**config.mk**
```make
export PLATFORM = sky130hd
export DESIGN_NAME = high_pass_filter
export DESIGN_NICKNAME = d
export VERILOG_FILES = /design/src/rtl/pt_filter_pkg.sv /design/src/rtl/sample_delay_line.sv /design/src/rtl/high_pass_filter.sv
export SDC_FILE = /design/constraint.sdc
export NUM_CORES = 1
export LEC_CHECK = 0
export ABC_AREA = 1
export CAP_MARGIN = 20
export CORE_ASPECT_RATIO = 1.5
export CORE_MARGIN = 2
export CORE_UTILIZATION = 45
export DETAILED_ROUTE_END_ITERATION = 8
export HOLD_SLACK_MARGIN = 0.08
export MAX_ROUTING_LAYER = met4
export PLACE_DENSITY = 0.71
export SLEW_MARGIN = 5
export SYNTH_ARGS = -nofsm -noshare
export SYNTH_HDL_FRONTEND = slang
export SYNTH_SLANG_ARGS = --single-unit
```
**constraint.sdc**
```tcl
create_clock -name clk -period 5.02 [get_ports clk]
set_clock_uncertainty 0.05 [all_clocks]
set_input_delay 1.004 -clock clk [delete_from_list [all_inputs] [get_ports clk]]
set_output_delay 1.004 -clock clk [all_outputs]
set_load 0.02 [all_outputs]
```
**src/rtl/pt_filter_pkg.sv**
```systemverilog
// Shared constants, FSM state type and output narrowing for the Pan-Tompkins filter stages.
// Define HPF_SATURATE_EN to clamp the high-pass result; otherwise it wraps.
package pt_filter_pkg;

    localparam int HPF_TAPS   = 32;
    localparam int HPF_CENTER = 16;
    localparam int HPF_SHIFT  = 5;
    localparam int HPF_MAXW   = 32;

    typedef enum logic {
        FILL,
        RUN
    } hpf_state_t;

    // Narrows r to dw bits, returned sign-extended in HPF_MAXW bits.
    function automatic logic signed [HPF_MAXW-1:0] hpf_narrow(
        input logic signed [HPF_MAXW-1:0] r,
        input int unsigned                dw
    );
`ifdef HPF_SATURATE_EN
        logic signed [HPF_MAXW-1:0] hi;
        logic signed [HPF_MAXW-1:0] lo;
        hi = (HPF_MAXW'(1) <<< (dw - 1)) - HPF_MAXW'(1);
        lo = -hi - HPF_MAXW'(1);
        if (r > hi) begin
            return hi;
        end else if (r < lo) begin
            return lo;
        end
        return r;
`else
        return (r <<< (HPF_MAXW - dw)) >>> (HPF_MAXW - dw);
`endif
    endfunction

endpackage

```
**src/rtl/sample_delay_line.sv**
```systemverilog
// Parameterised shift-register delay line with shift enable, sync clear and async reset.
// Exposes one configurable centre tap and the oldest tap.
module sample_delay_line #(
    parameter int unsigned DEPTH      = 32,
    parameter int unsigned WIDTH      = 16,
    parameter int unsigned CENTER_TAP = 15
) (
    input  logic             i_clk,
    input  logic             i_rstn,
    input  logic             i_shift,
    input  logic             i_clr,
    input  logic [WIDTH-1:0] i_din,
    output logic [WIDTH-1:0] o_tap_center,
    output logic [WIDTH-1:0] o_tap_last
);

    logic [WIDTH-1:0] r_line [DEPTH];

    always_ff @(posedge i_clk or negedge i_rstn) begin
        if (!i_rstn) begin
            for (int unsigned i = 0; i < DEPTH; i++) r_line[i] <= '0;
        end else if (i_clr) begin
            for (int unsigned i = 0; i < DEPTH; i++) r_line[i] <= '0;
        end else if (i_shift) begin
            r_line[0] <= i_din;
            for (int unsigned i = 1; i < DEPTH; i++) r_line[i] <= r_line[i-1];
        end
    end

    assign o_tap_center = r_line[CENTER_TAP];
    assign o_tap_last   = r_line[DEPTH-1];

endmodule

```
**src/rtl/high_pass_filter.sv**
```systemverilog
// Pan-Tompkins high-pass stage: y(n) = x(n-16) - (1/32)*sum(x(n-k), k=0..31), valid/ready streaming.
// Define HPF_SATURATE_EN to saturate instead of wrapping the narrowed output.
module high_pass_filter
    import pt_filter_pkg::*;
#(
    parameter int DATA_WIDTH = 16
) (
    input  logic                         clk,
    input  logic                         rstn,
    input  logic                         en,
    input  logic                         clr,
    input  logic                         in_valid,
    output logic                         in_ready,
    input  logic signed [DATA_WIDTH-1:0] xin,
    output logic                         out_valid,
    input  logic                         out_ready,
    output logic signed [DATA_WIDTH-1:0] yout
);

    localparam int SUM_W = DATA_WIDTH + HPF_SHIFT;
    localparam int RES_W = DATA_WIDTH + 2;
    localparam int CNT_W = $clog2(HPF_TAPS) + 1;

    logic                         w_accept;
    logic                         w_load;
    logic signed [DATA_WIDTH-1:0] w_tap_center;
    logic signed [DATA_WIDTH-1:0] w_tap_last;
    logic signed [SUM_W-1:0]      w_sum_next;
    logic signed [SUM_W-1:0]      w_avg;
    logic signed [RES_W-1:0]      w_result;
    logic signed [SUM_W-1:0]      r_sum;
    logic [CNT_W-1:0]             r_count;
    hpf_state_t                   r_state;
    hpf_state_t                   w_state_next;
    logic                         r_out_valid;
    logic signed [DATA_WIDTH-1:0] r_yout;

    assign in_ready  = rstn && en && !clr && (!r_out_valid || out_ready);
    assign w_accept  = in_valid && in_ready;
    assign w_load    = w_accept && (r_state == RUN);
    assign out_valid = r_out_valid;
    assign yout      = r_yout;

    sample_delay_line #(
        .DEPTH     (HPF_TAPS),
        .WIDTH     (DATA_WIDTH),
        .CENTER_TAP(HPF_CENTER - 1)
    ) u_delay (
        .i_clk       (clk),
        .i_rstn      (rstn),
        .i_shift     (w_accept),
        .i_clr       (clr),
        .i_din       (xin),
        .o_tap_center(w_tap_center),
        .o_tap_last  (w_tap_last)
    );

    // Tap 15 before the shift is x(n-16) relative to the sample being accepted.
    assign w_sum_next = r_sum + SUM_W'(xin) - SUM_W'(w_tap_last);
    assign w_avg      = w_sum_next >>> HPF_SHIFT;
    assign w_result   = RES_W'(w_tap_center) - RES_W'(w_avg);

    always_ff @(posedge clk or negedge rstn) begin
        if (!rstn) begin
            r_sum   <= '0;
            r_count <= '0;
        end else if (clr) begin
            r_sum   <= '0;
            r_count <= '0;
        end else if (w_accept) begin
            r_sum <= w_sum_next;
            if (r_state == FILL) r_count <= r_count + CNT_W'(1);
        end
    end

    always_ff @(posedge clk or negedge rstn) begin
        if (!rstn) r_state <= FILL;
        else       r_state <= w_state_next;
    end

    always_comb begin
        w_state_next = r_state;
        if (clr) begin
            w_state_next = FILL;
        end else if (w_accept && (r_state == FILL) && (r_count == CNT_W'(HPF_TAPS - 1))) begin
            w_state_next = RUN;
        end
    end

    always_ff @(posedge clk or negedge rstn) begin
        if (!rstn) begin
            r_out_valid <= 1'b0;
            r_yout      <= '0;
        end else if (clr) begin
            r_out_valid <= 1'b0;
        end else if (w_load) begin
            r_out_valid <= 1'b1;
            r_yout      <= DATA_WIDTH'(hpf_narrow(HPF_MAXW'(w_result), DATA_WIDTH));
        end else if (r_out_valid && out_ready) begin
            r_out_valid <= 1'b0;
        end
    end

endmodule

```
== Yosys cells after proc, flatten, opt, wreduce, memory -nomap -nowiden ==
Cells that the tools add are included.

* Memory bits (read-only): 0
* Bits of input ports: 22
* Memories: 0
* Logic and storage cells: 73
* Latch bits: 0
* Register bits after elaboration: 557
* RAM bits: 0
* Output and inout bits: 18

* Divide/modulo/power cells: 0
* Shifts and indexed selects: 0
* Reduce and logical (&&, ||, !) cells: 16
* Multiplexer cells: 12
* Order comparisons: 0
* Multipliers: 0
* Equality and inequality tests: 2
* Add/sub/neg operators: 4
* Bitwise logic cells: 2

{| class="wikitable"
|+ Operators with widths
! cell !! count
|-
| 2-to-1 mux 512 bit || 2
|-
| 2-to-1 mux 21 bit || 2
|-
| adder 21 x 16 -> 21 bit || 1
|-
| subtractor 21 x 16 -> 21 bit || 1
|-
| 2-to-1 mux 6 bit || 3
|-
| subtractor 16 bit || 1
|-
| logical AND 1 bit || 8
|-
| adder 6 x 1 -> 6 bit (second input constant) || 1
|-
| equality test 6 x 5 -> 1 bit (second input constant) || 1
|-
| 2-to-1 mux 1 bit || 5
|-
| AND reduction 2 bit || 2
|-
| nonzero test 2 bit || 2
|-
| nonzero test 3 bit || 1
|-
| zero test 1 bit || 2
|-
| != test 2 bit (second input constant) || 1
|-
| NOT 1 bit || 2
|-
| logical OR 1 bit || 1
|}

== Logic depth before layout (Yosys ltp) ==
Gate-level depths: netlist of run 1.

* Depth in word-level cells: 8
* Gate-level depth with buffers: 26
* Gate-level depth less buffers: 26

== By module ==
Synthesis of run 1 repeated with hierarchy kept, for this count alone.

* Cell total of the unflattened synthesis: 2820
* Area, all modules: 24981.5 um^2

{| class="wikitable"
|+ Modules (own cells, without submodules)
! module !! times used !! sequential area each (um^2) !! area each (um^2) !! cells each
|-
| sample_delay_line || 1 || 12812.3 || 20736.1 || 2251
|-
| high_pass_filter || 1 || 1126.1 || 4245.3 || 569
|}

== Least setup slack after synthesis of run 1 ==
No wires, ideal clock.

* Path kind: in2reg
* From: in xin[2]
* To: reg r_yout[15], in the netlist yout[15]
* Data required time: 4.853 ns
* Setup slack: 0.808 ns
* Buffers on the path: 0
* Cell stages on the path: 23
* Setup time: 0.117 ns
* Data arrival time: 4.045 ns
* Cell sequence: inv_1 fa_1 inv_1 ha_1 a21oi_1 o21ai_2 a21oi_1 o21bai_1 nand2_1 nand2_1 nand2_1 nand2_1 ha_1 a21oi_1 nor2_1 nor2_1 nor2_1 nor3_1 nand2_1 inv_1 nand2_1 nand3_1 nand2_1

* Longest elaborated chain between the ends: 3

{| class="wikitable"
|+ RTL lines
! what !! line !! source
|-
| start: declaration || high_pass_filter.sv:14 || <nowiki>input logic signed [DATA_WIDTH-1:0] xin,</nowiki>
|-
| adder 21 x 16 -> 21 bit || high_pass_filter.sv:59 || <nowiki>assign w_sum_next = r_sum + SUM_W'(xin) - SUM_W'(w_tap_last);</nowiki>
|-
| subtractor 21 x 16 -> 21 bit || high_pass_filter.sv:59 ||
|-
| subtractor 16 bit || high_pass_filter.sv:61 || <nowiki>assign w_result = RES_W'(w_tap_center) - RES_W'(w_avg);</nowiki>
|-
| end signal: assignment || high_pass_filter.sv:98 || <nowiki>r_yout <= DATA_WIDTH'(hpf_narrow(HPF_MAXW'(w_result), DATA_WIDTH));</nowiki>
|-
| end: declaration || high_pass_filter.sv:36 || <nowiki>logic signed [DATA_WIDTH-1:0] r_yout;</nowiki>
|}

No other way between the ends.
A chain may end at the register's enable or synchronous reset.

== Worst setup path in the final report of run 1 ==
* From: in xin[6]
* To: reg r_yout[13], in the netlist yout[13]

The elaborated chain is that of the path after synthesis.

==> flow_summary_export.csv, run 1 <==
group,metric,value,unit
run_status,status,"finished, final reports clean",
cells_and_area,antenna_cells,0,
synth,mappedNetlistNets,2340,
critical_path,cp_max_fo,4,
drt,drt_iter0_drc,1086,
synth,synthTopCellsByArea,"dfrtp_1 61%, o22ai_1 11%, inv_1 9.7%, nand2_1 3.5%, o21ai_0 2.3%",
clock_tree,ctsLongestPathBuffers,3,
synth,yosys.area_share.simple,5.40,%
global_route,grt_pass1_wl,79.0,mm
critical_path,r2r_start,"u_delay.o_tap_last[6]",
synth,synth_top_family_by_area,"compound AO/OA/AOI/OAI gates",
sta,maxSlewViolCount,0,
drt,routed_via_density,5.10,
synth,async_reset_ff_share,100,%
die,initial_utilization,45.7,%
global_route,grt_antenna_before_repair,0,
clock_tree,clk_pin_slew,0.06,ns
global_route,met2_usage,32.0,%
clock_tree,postCtsHoldBufs,0,
power,fin_total_pwr,0.00995,W
sta,finalSetupViolCount,0,
placed_design,gp_congestion,0.887,
synth,synth.top_cell.area_share,61.3,%
sta,whs,0.281,ns
synth,synthAdderAreaFrac,3.94,%
placed_design,port_buffers,39,
synth,synth_edf_count,0,
clock_tree,numCtsBuffers,51,
synth,synth_cell_types,39,
cells_and_area,drive_gt1_share,7.28,%
cells_and_area,nNetsFinal,2389,
die,die_area,52400,sq um
placed_design,dp.cells,2918,
sta,worstMarginPinSlew,0.981,ns
sta,fin_crit,4.56,ns
power,seqPwrFrac,45.7,%
power,clkPwrFrac,42.2,%
critical_path,worst_ep_required_time,5.43,ns
global_route,met1_usage,23.9,%
power,intPower,0.00754,W
drt,routed_wirelength,47.6,mm
sta,rsz0062_at_grt,"false",
power,combPwrFrac,12.2,%
drt,drc,0,
drt,dr.pass1.iters,5,
synth,synth-xor-area-share,0.809,%
clock_tree,tritoncts,"done",
sta,fin_crit_sh,90.8,%
global_route,grt_max_degree,174,
global_route,gr-usage-met3,2.43,%
sta,hold_violations,0,
synth,synth.most_common_cell,"inv_1",
drt,ant_nets,0,
global_route,busiest_layer,"met2",
drt,vias,15344,
critical_path,end_kind,"flop",
power,ir_drop,0.000324,V
synth,synth_top_area_cell,"dfrtp_1",
critical_path,regToRegSetupSlack,1.06,ns
synth,postSynthAreaPerCell,10.1,sq um
synth,synthTopCellsByCount,"588 x inv_1, 557 x dfrtp_1, 414 x o22ai_1",
synth,synthCells,2259,
die,die_h,279,um
clock_tree,ctsRootBufferMaster,"clkbuf_16",
cells_and_area,syn_to_final_growth,14.2,%
sta,fmax,0.219,GHz
global_route,grt_usage,19.0,%
die,die_w,188,um
critical_path,start_kind,"primary input",
power,p_sw_share,24.2,%
clock_tree,clkLatencyLatePin,0.58,ns
clock_tree,cts_setup_buffers,0,
global_route,grt.overflow.total,0,
critical_path,arrival,4.97,ns
synth,synthMuxAreaShare,0,%
synth,synth.cell_area,22700,sq um
global_route,grt_pass1_vias,15578,
synth,synth_seq_area_share,61.3,%
synth,yosys_warnings,0,
die,rows,100,
critical_path,rr_worst_depth,18,
critical_path,r2r_end,"yout[13]",
job,maxCapViolCount,0,
clock_tree,cts_sinks,557,
die,coreArea,49800,sq um
sta,maxSlewHeadroom,34.6,%
power,p_leak,12.0,nW
cells_and_area,instances_no_fill,3011,
power,p_switching,0.00241,W
clock_tree,htree_levels,2,
die,boundaryPins,40,
synth,synth_compound_area_share,16.4,%
drt,wl_per_cell,15.8,um
synth,ys_ff_latch,557,
synth,synthFlopType,"dfrtp_1",
critical_path,worst-setup-path-type,"in -> reg",
power,pwr_density_cell,383,nW/um^2
min_path,min_path_type,"in -> async",
clock_tree,cts_resized,0,
placed_design,dp_hpwl,30.0,mm
==> stage by stage <==
step	utilization [%]	TNS (ns)	area [sq um]	worst slack (ns)
floorplan	-	0	22700	0.808
global placement	48.4	-0.119	24100	-0.0484
detailed placement	48.4	-0.302	24100	-0.0909
CTS	52.1	0	26000	0.527
global route	52.1	0	26000	0.129
finish	52.1	0	26000	0.460
==> cell families after synthesis <==
group,count (synthesis)
buffers and inverters,710
AOI/OAI and AO/OA,612
DFF,557
and+or+nand+nor,300
adders and majority gates,59
xor gates and xnor gates,21
==> placed cells by master (no fill, tap or decap), drive strengths merged, types with 21 or more instances in the layout <==
cell           netlist  layout
clkbuf              40      73
nand2              213     213
clkdlybuf4s50        0      38
o21ai              107     107
nand3               29      29
fa                  21      21
inv                592     593
dfrtp              557     557
ha                  38      38
a21oi               35      35
buf                 78      76
o22ai              414     414
nor2                38      38
a22oi               32      32
==> worst max path at each step <==
stage          startpoint       end  slack, ns  cells after the start
6_report           xin[6]  yout[13]       0.46                     20
3_5_place_dp       xin[2]  yout[13]      -0.09                     21
3_3_place_gp       xin[2]  yout[12]      -0.05                     22
4_1_cts            xin[2]  yout[12]       0.53                     22
2_1_floorplan      xin[2]  yout[15]       0.81                     23
5_1_grt            xin[3]  yout[13]       0.13                     21
==> critical path, cell delays in order <==
cell and delay [ns]:
clkdlybuf4s50_1 0.45, inv_1 0.12, fa_1 0.55, inv_1 0.04
ha_1 0.31, nand2_1 0.08, o21ai_0 0.22, a21oi_1 0.06
buf_4 0.15, o21bai_1 0.29, nand2_1 0.13, nand3b_1 0.10
nand2_1 0.09, ha_1 0.30, a21oi_1 0.28, o21ai_0 0.17
a221oi_1 0.36, nand3_1 0.11, nand3_1 0.10, nand2_1 0.05
==> layout make-up <==
type | count | area (sq um)
Inverter | 592 | 2240
Tap cell | 663 | 830
Multi-Input combinational cell | 992 | 6040
Timing Repair Buffer | 114 | 1060
Fill cell | 4416 | 23800
Sequential cell | 557 | 13900
Clock inverter | 20 | 348
Clock buffer | 73 | 1500
==> routing by layer <==
layer | up-vias | part of all wire, %
met4 | 0 | 3.3
met1 | 7611 | 44
li1 | 7457 | -
met2 | 200 | 50
met3 | 76 | 2.8
met5 | - | 0
==> registers in the layout, indices dropped and copies added (netlist names) <==
signal / flops
u_delay.r_line: 480
r_sum: 21
u_delay.o_tap_center: 16
u_delay.o_tap_last: 16
yout: 16
r_count: 6
out_valid: 1
r_state: 1
==> power by group through the flow <==
| stage | Clock [W] | Sequential (W) | Combinational, W |
|---|---|---|---|
| 3_3_place_gp | 0 | 0.00463 | 0.00120 |
| 2_1_floorplan | 0 | 0.00463 | 0.000650 |
| 5_1_grt | 0.00447 | 0.00454 | 0.00135 |
| 4_1_cts | 0.00430 | 0.00455 | 0.00122 |
| 3_5_place_dp | 0 | 0.00463 | 0.00122 |
| 6_report | 0.00420 | 0.00455 | 0.00121 |
Power figures use the tool's default switching activity.
==> run 2: changes to the inputs <==
CORE_UTILIZATION = 62   (was 45)
PLACE_DENSITY = 0.89   (was 0.71)
SETUP_SLACK_MARGIN = 0.05   (was not set)
==> flow_summary_export.csv, run 2 (synthesized netlist as in run 1, its figures left out) <==
group,metric,value,unit
placed_design,dp_hpwl,30.8,mm
cells_and_area,largest_reg_flops,480,
global_route,grt_antenna_before_repair,0,
critical_path,rr_worst_depth,20,
sta,maxSlewViolCount,0,
global_route,grt.overflow.total,0,
drt,dr.pass1.iters,6,
die,rows,85,
cells_and_area,antenna_cells,0,
drt,ant_nets,0,
cells_and_area,nNetsFinal,2356,
global_route,grt_pass1_wl,81.6,mm
drt,routed_via_density,5.70,
clock_tree,postCtsHoldBufs,0,
critical_path,worst-setup-path-type,"in -> reg",
cells_and_area,multiInputGateArea,6040,sq um
power,seqPwrFrac,48.2,%
critical_path,regToRegSetupSlack,0.98,ns
placed_design,dp.cells,2702,
critical_path,cp_max_fo,5,
sta,rsz0062_at_grt,"false",
placed_design,gp_congestion,0.905,
sta,worstMarginPinSlew,0.989,ns
die,initial_utilization,63.1,%
power,clkPwrFrac,39.9,%
sta,hold_violations,0,
power,p_leak,11.8,nW
global_route,grt_pass1_vias,16186,
drt,vias,15905,
cells_and_area,stdcell_area,25200,sq um
cells_and_area,seq_area,13900,sq um
cells_and_area,instances_no_fill,2791,
cells_and_area,layout_commonest_cell,"inv_1",
clock_tree,cts_resized,0,
drt,routed_wirelength,49.7,mm
sta,fin_crit,4.68,ns
die,die_h,239,um
clock_tree,clk_pin_slew,0.07,ns
power,combPwrFrac,11.8,%
sta,maxSlewHeadroom,34.1,%
cells_and_area,n_fill_cell,2388,
cells_and_area,drive_gt1_share,5.84,%
sta,tns,0,ns
clock_tree,tritoncts,"done",
die,die_area,38200,sq um
power,pwr_density_cell,373,nW/um^2
global_route,grt_max_degree,180,
die,die_w,160,um
clock_tree,cts_setup_buffers,0,
clock_tree,ctsLongestPathBuffers,3,
clock_tree,clkLatencyLatePin,0.57,ns
cells_and_area,layout_common_cells,"588 x inv_1, 557 x dfrtp_1, 414 x o22ai_1",
cells_and_area,fin_util,70.0,%
placed_design,port_buffers,39,
critical_path,r2r_end,"yout[12]",
global_route,grt_usage,27.4,%
cells_and_area,syn_to_final_growth,11.0,%
sta,fin_crit_sh,93.3,%
drt,drt_iter0_drc,1400,
critical_path,start_kind,"primary input",
clock_tree,cts_sinks,557,
power,p_sw_share,25.3,%
cells_and_area,reg.largest.list,"u_delay.r_line (480), r_sum (21)",
critical_path,end_kind,"flop",
power,p_switching,0.00238,W
clock_tree,htree_levels,2,
power,ir_drop,0.000380,V
sta,fmax,0.213,GHz
critical_path,worst_ep_required_time,5.43,ns
job,maxCapViolCount,0,
critical_path,r2r_start,"r_sum[2]",
drt,wl_per_cell,17.8,um
clock_tree,ctsRootBufferMaster,"clkbuf_16",
die,coreArea,36100,sq um
critical_path,arrival,5.09,ns
placed_design,postPlaceCellArea,23600,sq um
cells_and_area,regMostFlops,"u_delay.r_line",
clock_tree,numCtsBuffers,48,
min_path,min_path_type,"in -> async",
drt,drc,0,
power,intPower,0.00704,W
die,boundaryPins,40,
sta,finalSetupViolCount,0,
run_status,status,"finished, final reports clean",
## run 2: changes by cell type in the layout (fill, tap and decap cells not counted)
cell and delta:
clkbuf_1 +1, buf_16 +1, bufinv_16 -7, inv_6 +2, clkinv_8 -1, clkbuf_16 -3, clkbuf_8 +3, buf_12 -3
buf_4 -28
## run 2: area by class of cell
type | instances | area share (%)
sequential | 557 | 55.2
clock inverter | 14 | 0.550
inverter | 592 | 8.86
clock buffer | 74 | 5.82
timing repair buffer | 84 | 3.23
multi-input combinational | 992 | 23.9
tap | 478 | 2.37
## run 2: routing by layer
layer,vias to the layer above,GRT usage [%],part of all wire (%),wire length [um]
li1,7387,-,-,-
met2,438,45.4,52,25700
met5,-,-,0,0
met1,7924,34.3,40,19700
met3,156,3.17,3.9,1930
met4,0,12.5,4.7,2350
## run 2: worst max-delay path, stage by stage
cell and delay [ns]:
clkdlybuf4s50_1 0.47, inv_1 0.08, fa_1 0.54, inv_1 0.04
ha_1 0.33, a21oi_1 0.28, o21ai_2 0.12, a21oi_1 0.20
buf_4 0.16, xor2_1 0.08, ha_1 0.39, nand2_1 0.10
nand3_1 0.08, o21ai_0 0.13, o21ai_0 0.54, a21o_1 0.23
nand3_1 0.09, nand2_1 0.07, nand2_1 0.05, nand3_1 0.06
nand2_1 0.05
## run 2: per-stage QoR
stage | setup slack, ns | total power, W | hold WS (ns)
after detailed placement | -0.0956 | 0.00573 | 0.422
final | 0.336 | 0.00942 | 0.323
after CTS | 0.432 | 0.00946 | 0.331
after global routing | 0.0977 | 0.00977 | 0.345
after global placement | -0.00256 | 0.00571 | 0.417
after floorplan | 0.808 | 0.00528 | 0.403
## run 2: worst max-delay path by stage
stage	start	to	cells past startpoint
after floorplan	xin[2]	yout[15]	23
after global placement	xin[4]	yout[15]	23
after detailed placement	xin[4]	yout[13]	20
after CTS	xin[2]	yout[9]	18
after global routing	xin[4]	yout[13]	21
final	xin[2]	yout[12]	21
## run 2: power groups by stage
stage | combinational [W] | clock (W) | sequential (W)
3_5_place_dp | 0.00110 | 0 | 0.00463
2_1_floorplan | 0.000650 | 0 | 0.00463
6_report | 0.00112 | 0.00376 | 0.00454
5_1_grt | 0.00124 | 0.00399 | 0.00454
4_1_cts | 0.00111 | 0.00380 | 0.00454
3_3_place_gp | 0.00109 | 0 | 0.00462
